**src/rtl/kgd_fill_if.sv**
```systemverilog
// Bus bundle for the KGD fill engine: CPU-facing Wishbone slave signals plus
// the Wishbone master port that drives the KGD register window.
interface kgd_fill_if;
  logic [2:0]  wb_adr_i;
  logic [15:0] wb_dat_i;
  logic [15:0] wb_dat_o;
  logic        wb_cyc_i;
  logic        wb_stb_i;
  logic        wb_we_i;
  logic [1:0]  wb_sel_i;
  logic        wb_ack_o;
  logic [2:0]  m_adr_o;
  logic [15:0] m_dat_o;
  logic        m_cyc_o;
  logic        m_stb_o;
  logic        m_we_o;
  logic [1:0]  m_sel_o;
  logic        m_ack_i;
  logic        irq_o;

  // slave: the fill engine itself; master: the CPU and KGD around it
  modport slave (
    input  wb_adr_i, wb_dat_i, wb_cyc_i, wb_stb_i, wb_we_i, wb_sel_i, m_ack_i,
    output wb_dat_o, wb_ack_o, m_adr_o, m_dat_o, m_cyc_o, m_stb_o, m_we_o,
           m_sel_o, irq_o
  );
  modport master (
    output wb_adr_i, wb_dat_i, wb_cyc_i, wb_stb_i, wb_we_i, wb_sel_i, m_ack_i,
    input  wb_dat_o, wb_ack_o, m_adr_o, m_dat_o, m_cyc_o, m_stb_o, m_we_o,
           m_sel_o, irq_o
  );
endinterface

```
**src/rtl/kgd_fill.sv**
```systemverilog
// KGD video-memory fill engine: CPU programs ADDR/CNT/PAT and sets GO, the
// engine then writes the KGD address and data registers one byte at a time.
module kgd_fill #(
  parameter logic [2:0] KGD_ADR_REG = 3'o4,
  parameter logic [2:0] KGD_DAT_REG = 3'o2
) (
  input  logic        wb_clk_i,
  input  logic        wb_rst_n,
  kgd_fill_if.slave   bus
);

  typedef enum logic [2:0] {
    S_IDLE, S_ADR, S_GAP1, S_DAT, S_GAP2, S_FIN
  } state_t;

  state_t      state_q, state_d;
  logic        busy_q, busy_d;
  logic        ie_q, ie_d;
  logic        done_q, done_d;
  logic        abort_q, abort_d;
  logic [13:0] addr_q, addr_d;
  logic [13:0] cnt_q, cnt_d;
  logic [7:0]  pat_q, pat_d;
  logic        ack_q, ack_d;
  logic [15:0] rdat_q, rdat_d;
  logic [2:0]  m_adr_q, m_adr_d;
  logic [15:0] m_dat_q, m_dat_d;
  logic        m_stb_q, m_stb_d;
  logic [1:0]  m_sel_q, m_sel_d;
  logic        wr, mack, act;

  assign bus.wb_ack_o = ack_q;
  assign bus.wb_dat_o = rdat_q;
  assign bus.m_adr_o  = m_adr_q;
  assign bus.m_dat_o  = m_dat_q;
  assign bus.m_cyc_o  = m_stb_q;
  assign bus.m_stb_o  = m_stb_q;
  assign bus.m_we_o   = m_stb_q;
  assign bus.m_sel_o  = m_sel_q;
  assign bus.irq_o    = done_q & ie_q;

  always_comb begin
    state_d = state_q;
    busy_d  = busy_q;
    ie_d    = ie_q;
    done_d  = done_q;
    abort_d = abort_q;
    addr_d  = addr_q;
    cnt_d   = cnt_q;
    pat_d   = pat_q;
    rdat_d  = rdat_q;
    m_adr_d = 3'd0;
    m_dat_d = 16'd0;
    m_sel_d = 2'b00;
    ack_d   = bus.wb_cyc_i & bus.wb_stb_i & ~ack_q;
    wr      = ack_d & bus.wb_we_i;
    // an ack only counts against a strobe we actually have out
    mack    = bus.m_ack_i & m_stb_q;

    if (ack_d) begin
      case (bus.wb_adr_i[2:1])
        2'd0:    rdat_d = {8'h00, done_q, ie_q, 5'b00000, busy_q};
        2'd1:    rdat_d = {2'b00, addr_q};
        2'd2:    rdat_d = {2'b00, cnt_q};
        default: rdat_d = {8'h00, pat_q};
      endcase
    end

    if (wr) begin
      case (bus.wb_adr_i[2:1])
        2'd0: if (bus.wb_sel_i[0]) begin
          if (bus.wb_dat_i[7]) done_d = 1'b0;
          ie_d = bus.wb_dat_i[6];
          if (bus.wb_dat_i[1] && busy_q) abort_d = 1'b1;
          if (bus.wb_dat_i[0] && !busy_q) begin
            if (cnt_q != 14'd0) busy_d = 1'b1;
            else                done_d = 1'b1;
          end
        end
        2'd1: if (!busy_q) begin
          if (bus.wb_sel_i[0]) addr_d[7:0]  = bus.wb_dat_i[7:0];
          if (bus.wb_sel_i[1]) addr_d[13:8] = bus.wb_dat_i[13:8];
        end
        2'd2: if (!busy_q) begin
          if (bus.wb_sel_i[0]) cnt_d[7:0]  = bus.wb_dat_i[7:0];
          if (bus.wb_sel_i[1]) cnt_d[13:8] = bus.wb_dat_i[13:8];
        end
        default: if (!busy_q && bus.wb_sel_i[0]) pat_d = bus.wb_dat_i[7:0];
      endcase
    end

    case (state_q)
      S_IDLE: if (busy_q) state_d = S_ADR;
      S_ADR:  if (mack) state_d = S_GAP1;
      S_GAP1: state_d = S_DAT;
      S_DAT:  if (mack) begin
        addr_d  = addr_q + 14'd1;
        cnt_d   = cnt_q - 14'd1;
        state_d = S_GAP2;
      end
      S_GAP2: state_d = (cnt_q == 14'd0 || abort_q) ? S_FIN : S_ADR;
      S_FIN: begin
        // FIN is evaluated after the CPU write so a same-clock DONE clear loses
        done_d  = 1'b1;
        busy_d  = 1'b0;
        abort_d = 1'b0;
        state_d = S_IDLE;
      end
      default: state_d = S_IDLE;
    endcase

    // the first ADR after IDLE holds strobe low for a clock (start latency)
    act     = (state_d == S_ADR || state_d == S_DAT) && state_q != S_IDLE;
    m_stb_d = act;
    if (act) begin
      if (state_d == S_ADR) begin
        m_adr_d = KGD_ADR_REG;
        m_dat_d = {2'b00, addr_q};
        m_sel_d = 2'b11;
      end else begin
        m_adr_d = KGD_DAT_REG;
        m_dat_d = {8'h00, pat_q};
        m_sel_d = 2'b01;
      end
    end
  end

  always_ff @(posedge wb_clk_i or negedge wb_rst_n) begin
    if (!wb_rst_n) begin
      state_q <= S_IDLE;
      busy_q  <= 1'b0;
      ie_q    <= 1'b0;
      done_q  <= 1'b0;
      abort_q <= 1'b0;
      addr_q  <= 14'd0;
      cnt_q   <= 14'd0;
      pat_q   <= 8'd0;
      ack_q   <= 1'b0;
      rdat_q  <= 16'd0;
      m_adr_q <= 3'd0;
      m_dat_q <= 16'd0;
      m_stb_q <= 1'b0;
      m_sel_q <= 2'b00;
    end else begin
      state_q <= state_d;
      busy_q  <= busy_d;
      ie_q    <= ie_d;
      done_q  <= done_d;
      abort_q <= abort_d;
      addr_q  <= addr_d;
      cnt_q   <= cnt_d;
      pat_q   <= pat_d;
      ack_q   <= ack_d;
      rdat_q  <= rdat_d;
      m_adr_q <= m_adr_d;
      m_dat_q <= m_dat_d;
      m_stb_q <= m_stb_d;
      m_sel_q <= m_sel_d;
    end
  end

endmodule
```
**src/flat_wrapper.sv**
```systemverilog
// flat-port wrapper written by rule: the top's interface ports become plain ports
module kgd_fill_flat 
#(
  parameter logic [2:0] KGD_ADR_REG = 3'o4,
  parameter logic [2:0] KGD_DAT_REG = 3'o2
)
  (wb_clk_i, wb_rst_n, bus_wb_adr_i, bus_wb_dat_i, bus_wb_cyc_i, bus_wb_stb_i, bus_wb_we_i, bus_wb_sel_i, bus_m_ack_i, bus_wb_dat_o, bus_wb_ack_o, bus_m_adr_o, bus_m_dat_o, bus_m_cyc_o, bus_m_stb_o, bus_m_we_o, bus_m_sel_o, bus_irq_o);
  kgd_fill_if bus_i ();
  input  logic wb_clk_i;
  input  logic wb_rst_n;
  input wire logic [$bits(bus_i.wb_adr_i)-1:0] bus_wb_adr_i;
  input wire logic [$bits(bus_i.wb_dat_i)-1:0] bus_wb_dat_i;
  input wire logic [$bits(bus_i.wb_cyc_i)-1:0] bus_wb_cyc_i;
  input wire logic [$bits(bus_i.wb_stb_i)-1:0] bus_wb_stb_i;
  input wire logic [$bits(bus_i.wb_we_i)-1:0] bus_wb_we_i;
  input wire logic [$bits(bus_i.wb_sel_i)-1:0] bus_wb_sel_i;
  input wire logic [$bits(bus_i.m_ack_i)-1:0] bus_m_ack_i;
  output wire logic [$bits(bus_i.wb_dat_o)-1:0] bus_wb_dat_o;
  output wire logic [$bits(bus_i.wb_ack_o)-1:0] bus_wb_ack_o;
  output wire logic [$bits(bus_i.m_adr_o)-1:0] bus_m_adr_o;
  output wire logic [$bits(bus_i.m_dat_o)-1:0] bus_m_dat_o;
  output wire logic [$bits(bus_i.m_cyc_o)-1:0] bus_m_cyc_o;
  output wire logic [$bits(bus_i.m_stb_o)-1:0] bus_m_stb_o;
  output wire logic [$bits(bus_i.m_we_o)-1:0] bus_m_we_o;
  output wire logic [$bits(bus_i.m_sel_o)-1:0] bus_m_sel_o;
  output wire logic [$bits(bus_i.irq_o)-1:0] bus_irq_o;
  assign bus_i.wb_adr_i = bus_wb_adr_i;
  assign bus_i.wb_dat_i = bus_wb_dat_i;
  assign bus_i.wb_cyc_i = bus_wb_cyc_i;
  assign bus_i.wb_stb_i = bus_wb_stb_i;
  assign bus_i.wb_we_i = bus_wb_we_i;
  assign bus_i.wb_sel_i = bus_wb_sel_i;
  assign bus_i.m_ack_i = bus_m_ack_i;
  assign bus_wb_dat_o = bus_i.wb_dat_o;
  assign bus_wb_ack_o = bus_i.wb_ack_o;
  assign bus_m_adr_o = bus_i.m_adr_o;
  assign bus_m_dat_o = bus_i.m_dat_o;
  assign bus_m_cyc_o = bus_i.m_cyc_o;
  assign bus_m_stb_o = bus_i.m_stb_o;
  assign bus_m_we_o = bus_i.m_we_o;
  assign bus_m_sel_o = bus_i.m_sel_o;
  assign bus_irq_o = bus_i.irq_o;
  kgd_fill #(.KGD_ADR_REG(KGD_ADR_REG), .KGD_DAT_REG(KGD_DAT_REG)) u_core (.wb_clk_i(wb_clk_i), .wb_rst_n(wb_rst_n), .bus(bus_i));
endmodule
```
**config.mk**
```make
export PLATFORM = sky130hd
export DESIGN_NAME = kgd_fill_flat
export DESIGN_NICKNAME = d
export VERILOG_FILES = /design/src/rtl/kgd_fill_if.sv /design/src/rtl/kgd_fill.sv /design/src/flat_wrapper.sv
export SDC_FILE = /design/constraint.sdc
export NUM_CORES = 1
export LEC_CHECK = 0
export BUFFER_PORTS_ARGS = -buffer_cell sky130_fd_sc_hd__buf_2
export CELL_PAD_IN_SITES_DETAIL_PLACEMENT = 1
export CELL_PAD_IN_SITES_GLOBAL_PLACEMENT = 1
export CORE_ASPECT_RATIO = 0.6
export CORE_MARGIN = 2
export CORE_UTILIZATION = 30
export CTS_CLUSTER_DIAMETER = 50
export DETAILED_ROUTE_END_ITERATION = 10
export PLACE_DENSITY_LB_ADDON = 0.1
export SYNTH_ARGS = -nofsm -noshare
export SYNTH_HDL_FRONTEND = slang
export SYNTH_SLANG_ARGS = --single-unit
```
**constraint.sdc**
```tcl
create_clock -name wb_clk_i -period 2 [get_ports wb_clk_i]
set_input_delay 0 -clock wb_clk_i [delete_from_list [all_inputs] [get_ports wb_clk_i]]
set_output_delay 0 -clock wb_clk_i [all_outputs]
set_load 0.01 [all_outputs]
```
Yosys cells after proc, flatten, opt, wreduce, memory -nomap -nowiden
Cells that the tools add are included.
{"block": "op_classes", "addsub": 2, "eq_ne": 9, "muxes": 44, "bitwise_logic": 7, "n_reduce_logical": 24}
{"op": "$mux 14", "n": 11}
{"op": "$pmux 14 s3", "n": 1}
{"op": "$mux 1", "n": 18}
{"op": "$mux 3", "n": 6}
{"op": "$mux 16", "n": 1}
{"op": "$mux 8", "n": 2}
{"op": "$pmux 3 s5", "n": 1}
{"op": "$add 14x1->14 const B", "n": 1}
{"op": "$logic_not 14->1", "n": 1}
{"op": "$reduce_bool 14->1", "n": 1}
{"op": "$sub 14x1->14 const B", "n": 1}
{"op": "$mux 6", "n": 2}
{"op": "$reduce_bool 2->1", "n": 6}
{"op": "$eq 3x2->1 const B", "n": 3}
{"op": "$reduce_and 3->1", "n": 3}
{"op": "$eq 3x1->1 const B", "n": 2}
{"op": "$eq 3x3->1 const B", "n": 2}
{"op": "$and 1x1->1", "n": 5}
{"op": "$reduce_and 5->1", "n": 1}
{"op": "$logic_and 1x1->1", "n": 4}
{"op": "$mux 2", "n": 2}
{"op": "$reduce_and 4->1", "n": 1}
{"op": "$logic_not 3->1", "n": 1}
{"op": "$reduce_bool 3->1", "n": 1}
{"op": "7 further kinds", "n": 9}
{"block": "word_totals", "reg_bits": 82, "input_bits": 27, "output_inout_bits": 42, "wordCells": 100}

Logic depth before layout (Yosys ltp)
{"block": "depth", "word_depth": 8, "depth_mapped": 7, "ltp_nobuf": 7}

Worst setup path after synthesis
OpenSTA, ideal clock, no wires.
{"block": "synth_timing", "path_type": "register to register", "startpoint": "register u_core.cnt_q[0]", "endpoint": "register u_core.m_dat_q[10] (netlist: u_core.bus.m_dat_o[10])", "setup_time_ns": 0.120, "t_arrival_ns": 2.108, "required_ns": 1.880, "path_slack_ns": -0.228, "stages_incl_launch_ff": 8, "n_path_buf": 0, "synth_period_minus_slack_ns": 2.228, "path_cell_list": "dfrtp_1 inv_1 ha_1 or4b_2 or4_4 o21ai_4 inv_4 and3_1"}
{"block": "synth_between", "elab_chain_len": 8, "word_cells_on_any_way": 10, "cone_classes": "eq/ne (2); mux (4); reduce/logical (4)"}
{"item": "from (decl)", "line_no": "kgd_fill.sv:22", "rtl": "logic [13:0] cnt_q, cnt_d;"}
{"item": "from (signal assigned)", "line_no": "kgd_fill.sv:151", "rtl": "cnt_q <= cnt_d;"}
{"item": "$logic_not 14->1 (*)", "line_no": "kgd_fill.sv:101", "rtl": "S_GAP2: state_d = (cnt_q == 14'd0 || abort_q) ? S_FIN : S_ADR;"}
{"item": "$logic_or 1x1->1 (*)", "line_no": "kgd_fill.sv:101"}
{"item": "$mux 3 (*)", "line_no": "kgd_fill.sv:101"}
{"item": "$pmux 3 s5 (*)", "line_no": "kgd_fill.sv:92", "rtl": "case (state_q)"}
{"item": "$eq 3x1->1 or $eq 3x2->1 (tied branches)", "line_no": "kgd_fill.sv:113", "rtl": "act = (state_d == S_ADR || state_d == S_DAT) && state_q != S_IDLE;"}
{"item": "$logic_or 1x1->1 (*)", "line_no": "kgd_fill.sv:113"}
{"item": "$logic_and 1x1->1 (*)", "line_no": "kgd_fill.sv:113"}
{"item": "net u_core.act", "line_no": "kgd_fill.sv:30", "rtl": "logic wr, mack, act;"}
{"item": "$mux 16 (*)", "line_no": "kgd_fill.sv:115", "rtl": "if (act) begin"}
{"item": "net u_core.m_dat_d[10]", "line_no": "kgd_fill.sv:27", "rtl": "logic [15:0] m_dat_q, m_dat_d;"}
{"item": "to (signal assigned)", "line_no": "kgd_fill.sv:156", "rtl": "m_dat_q <= m_dat_d;"}
{"item": "to (decl)", "line_no": "kgd_fill.sv:27"}
Mark *: on every way through the listed nets, which the timed path passes. The rest lies on a longest branch.
A chain may end at the register's enable or synchronous reset.

Worst setup path in the final report
{"block": "layout_timing", "startpoint": "register u_core.cnt_q[1]", "endpoint": "register u_core.m_dat_q[11] (netlist: u_core.bus.m_dat_o[11])"}
Same word-level chain as after synthesis.

==> results.md <==
* Status: finished, violations left
* Violated checks: setup timing
* Max capacitance violation total at 0
* PnR worst setup slack at -131 ps
* Slew margin rel. at 0.588
* Met2 wire len at 5670 um
* Largest net degree at the start of global routing at 35
* IO Port Bufs at 60
* DR pass1 iterations at 4
* Sequential Area at 1880 sq um
* Leakage power total at 0.00245 uW
* Final Power at 7740 uW
* Total die area at 13900 sq um
* Place WS at -298 ps
* Site Rows at 32
* Clock Path Buffers at 2
* Global-route wire length before repair at 22000 um
* Nets at 531
* GRT Overall Usage at 0.216
* P per Cell Area at 1430 nW/um^2
* DR top layer: met4
* RSZ-0062 raised after global routing: yes
* Ys flop type: dfrtp_1
* Post-DP HPWL at 10700 um
* Core Footprint at 12700 sq um
* Vias per cell at 5.28
* Root Driver: clkbuf_16
* Asr flop ratio synth at 1.00
* Worst setup path class: flip-flop to flip-flop
* Min cycle time layout at 2130 ps
* Setup_tns at -1820 ps
* Sink Count at 75
* Count of cell types in the netlist at 57
* Clk_skew at around 8 ps
* Met3 routed WL at 782 um
* IO Pins at 69
* Fill count at 1416
* FF-to-FF setup slack at -130 ps
* Number of remaining DRC errors at 0
* # diodes at 0
* Wl on met1 at ~7600 um
* # setup viols final at 16
* Mapped Cells at 376
* Final Cycle Share at 1.07
* Initial antenna violation count at 0
* Final hold vios at 0
* Sequential share of the synthesized area at 0.484
* Worst Reg-to-Reg Cells at 7
* Routed WL at around 14000 um
* Endpoint class of the critical path: flip-flop
* Worst slew pin tran at 610 ps
* Overflow after GRT at 0
* Post-route ant nets at 0
* Multi-input logic area at 2000 sq um
* CP Launch Point: u_core.cnt_q[1]
* Max Transition Viols Final at 0
* Via count at 3572
* CTS tree: built
* Routability cong. at 0.809
* Mean Syn Cell Area at just over 10 sq um
* Final hold slack at 14.7 ps
* Post-synth EDFFs at 0
* Cells after DPL at 637
* Crit path launch type: flip-flop
* F_max at 469 MHz
* Hold Path Stages at 2
* Vias in the first global route at around 3600
* Die X at between 150 and 200 um
* Yosys warnings at 0
* Post-Syn Area at 3880 sq um
* Clock transition at path regs at 60 ps
* Hold path endpoint: u_core.pat_q[1]
* Clock Latency Late Sink at approximately 340 ps
* Critical path arrival at 2350 ps
* Routed len/inst at 20.9 um
* Num CTS Buffers at 9
* Drt first-iter violations at 253
* Worst Hold Launch: bus_wb_dat_i[1]
* Die H at 92.1 um
* Share of cells above drive strength 1 at 0.396
* Yosys reg bits at 75
* Maximum vdd drop at 452 uV
* Crit Reg-Reg Endpoint: u_core.bus.m_dat_o[11]
* Final cell count without fillers at 677
* Critical path fanouts, max at 8
* Worst Hold Class: input pin to flip-flop
* Synth-to-Final Area Change at 39.5%
* RR Startpoint: u_core.cnt_q[1]
* Max H-tree Level at 3
* CP required at 2220 ps
* Initial Util at 0.305
[cells in the mapped netlist, drive strengths merged, types with 8 or more instances]
library cell,count,share of area
a21oi,9,0.012
nand3,11,0.014
nor3,13,0.017
clkbuf,16,0.015
mux2i,11,0.028
and3,10,0.016
a311oi,9,0.020
nor2,37,0.036
mux2,16,0.046
a211oi,18,0.036
nand2,22,0.021
dfrtp,75,0.48
o21ai,18,0.026
nor4,8,0.015
inv,9,0.0094
buf,12,0.021
a22oi,11,0.021
[area by class of cell]
class / instances / share of cell area
inverter: 9 / 0.00670
tap: 170 / 0.0393
timing repair buffer: 139 / 0.176
multi-input combinational: 268 / 0.370
clock inverter: 7 / 0.0196
sequential: 75 / 0.347
clock buffer: 9 / 0.0416
[kinds of logic after synthesis]
family / Yosys count / share of synthesized area
simple gates: 136 / 0.192
compound gates: 94 / 0.176
flops: 75 / 0.484
buf+inv: 37 / 0.0461
mux: 30 / 0.0922
fa+ha+maj: 2 / 0.00645
other cells: 1 / 0.000967
xor+xnor: 1 / 0.00226
[flip-flops by register name, summed over array words and instances (netlist names), 2 cells and up]
signal,cells
u_core.addr_q,14
u_core.bus.m_adr_o,2
u_core.bus.m_dat_o,14
u_core.bus.wb_dat_o,14
u_core.cnt_q,14
u_core.pat_q,8
u_core.state_q,3
[what timing repair did]
item	CTS	global route
endpoints found under the hold margin	49	0
gates resized for setup	14	25
hold buffers	10	0
pin swaps	7	11
setup endpoints to repair	26	35
setup buffers	8	8
[layout by cell type (no fill, tap or decap), types with 10 or more instances in the layout]
cell           count
dlygate4sd3_1     10
nor3_1            13
nor2_1            31
mux2i_1           11
buf_2             59
a22oi_1           10
mux2_2            16
a211oi_1          15
nand3_1           11
dfrtp_1           74
nand2_1           22
buf_4             66
o21ai_0           15
[through the flow]
step | utilization | area (sq um)
2_1_floorplan | - | 3900
3_3_place_gp | 0.370 | 4710
3_5_place_dp | 0.370 | 4710
4_1_cts | 0.412 | 5250
5_1_grt | 0.425 | 5410
6_report | 0.425 | 5410
[critical path, stage by stage (launching register included)]
cell and delay [ps]:
dfrtp_1 390, inv_2 90, ha_4 130, or4b_4 440
or4_4 470, o21ai_4 250, inv_4 80, and3_1 160
[power by group]
group          leakage [uW]  switching [uW]  internal [uW]  total [uW]
clock network      0.000163             722           1120        1840
registers          0.000942             492           2050        2540
logic               0.00134            1820           1540        3360
total               0.00245            3030           4700        7740
[per-layer routing]
metal	track usage	vias to the layer above
met5	0	-
met4	0.0335	0
met3	0.0433	8
met2	0.292	90
met1	0.353	1799
li1	-	1675
[worst max path at each step]
stage	slack (ps)	end	depth (start not counted)
finish	-130	u_core.bus.m_dat_o[11]	7
global route	-190	u_core.bus.m_dat_o[9]	7
CTS	-140	u_core.bus.m_dat_o[9]	7
detailed placement	-300	u_core.bus.m_dat_o[3]	7
global placement	-240	u_core.bus.m_dat_o[4]	7
floorplan	-220	u_core.bus.m_dat_o[9]	7
Power figures use the tool's default switching activity.
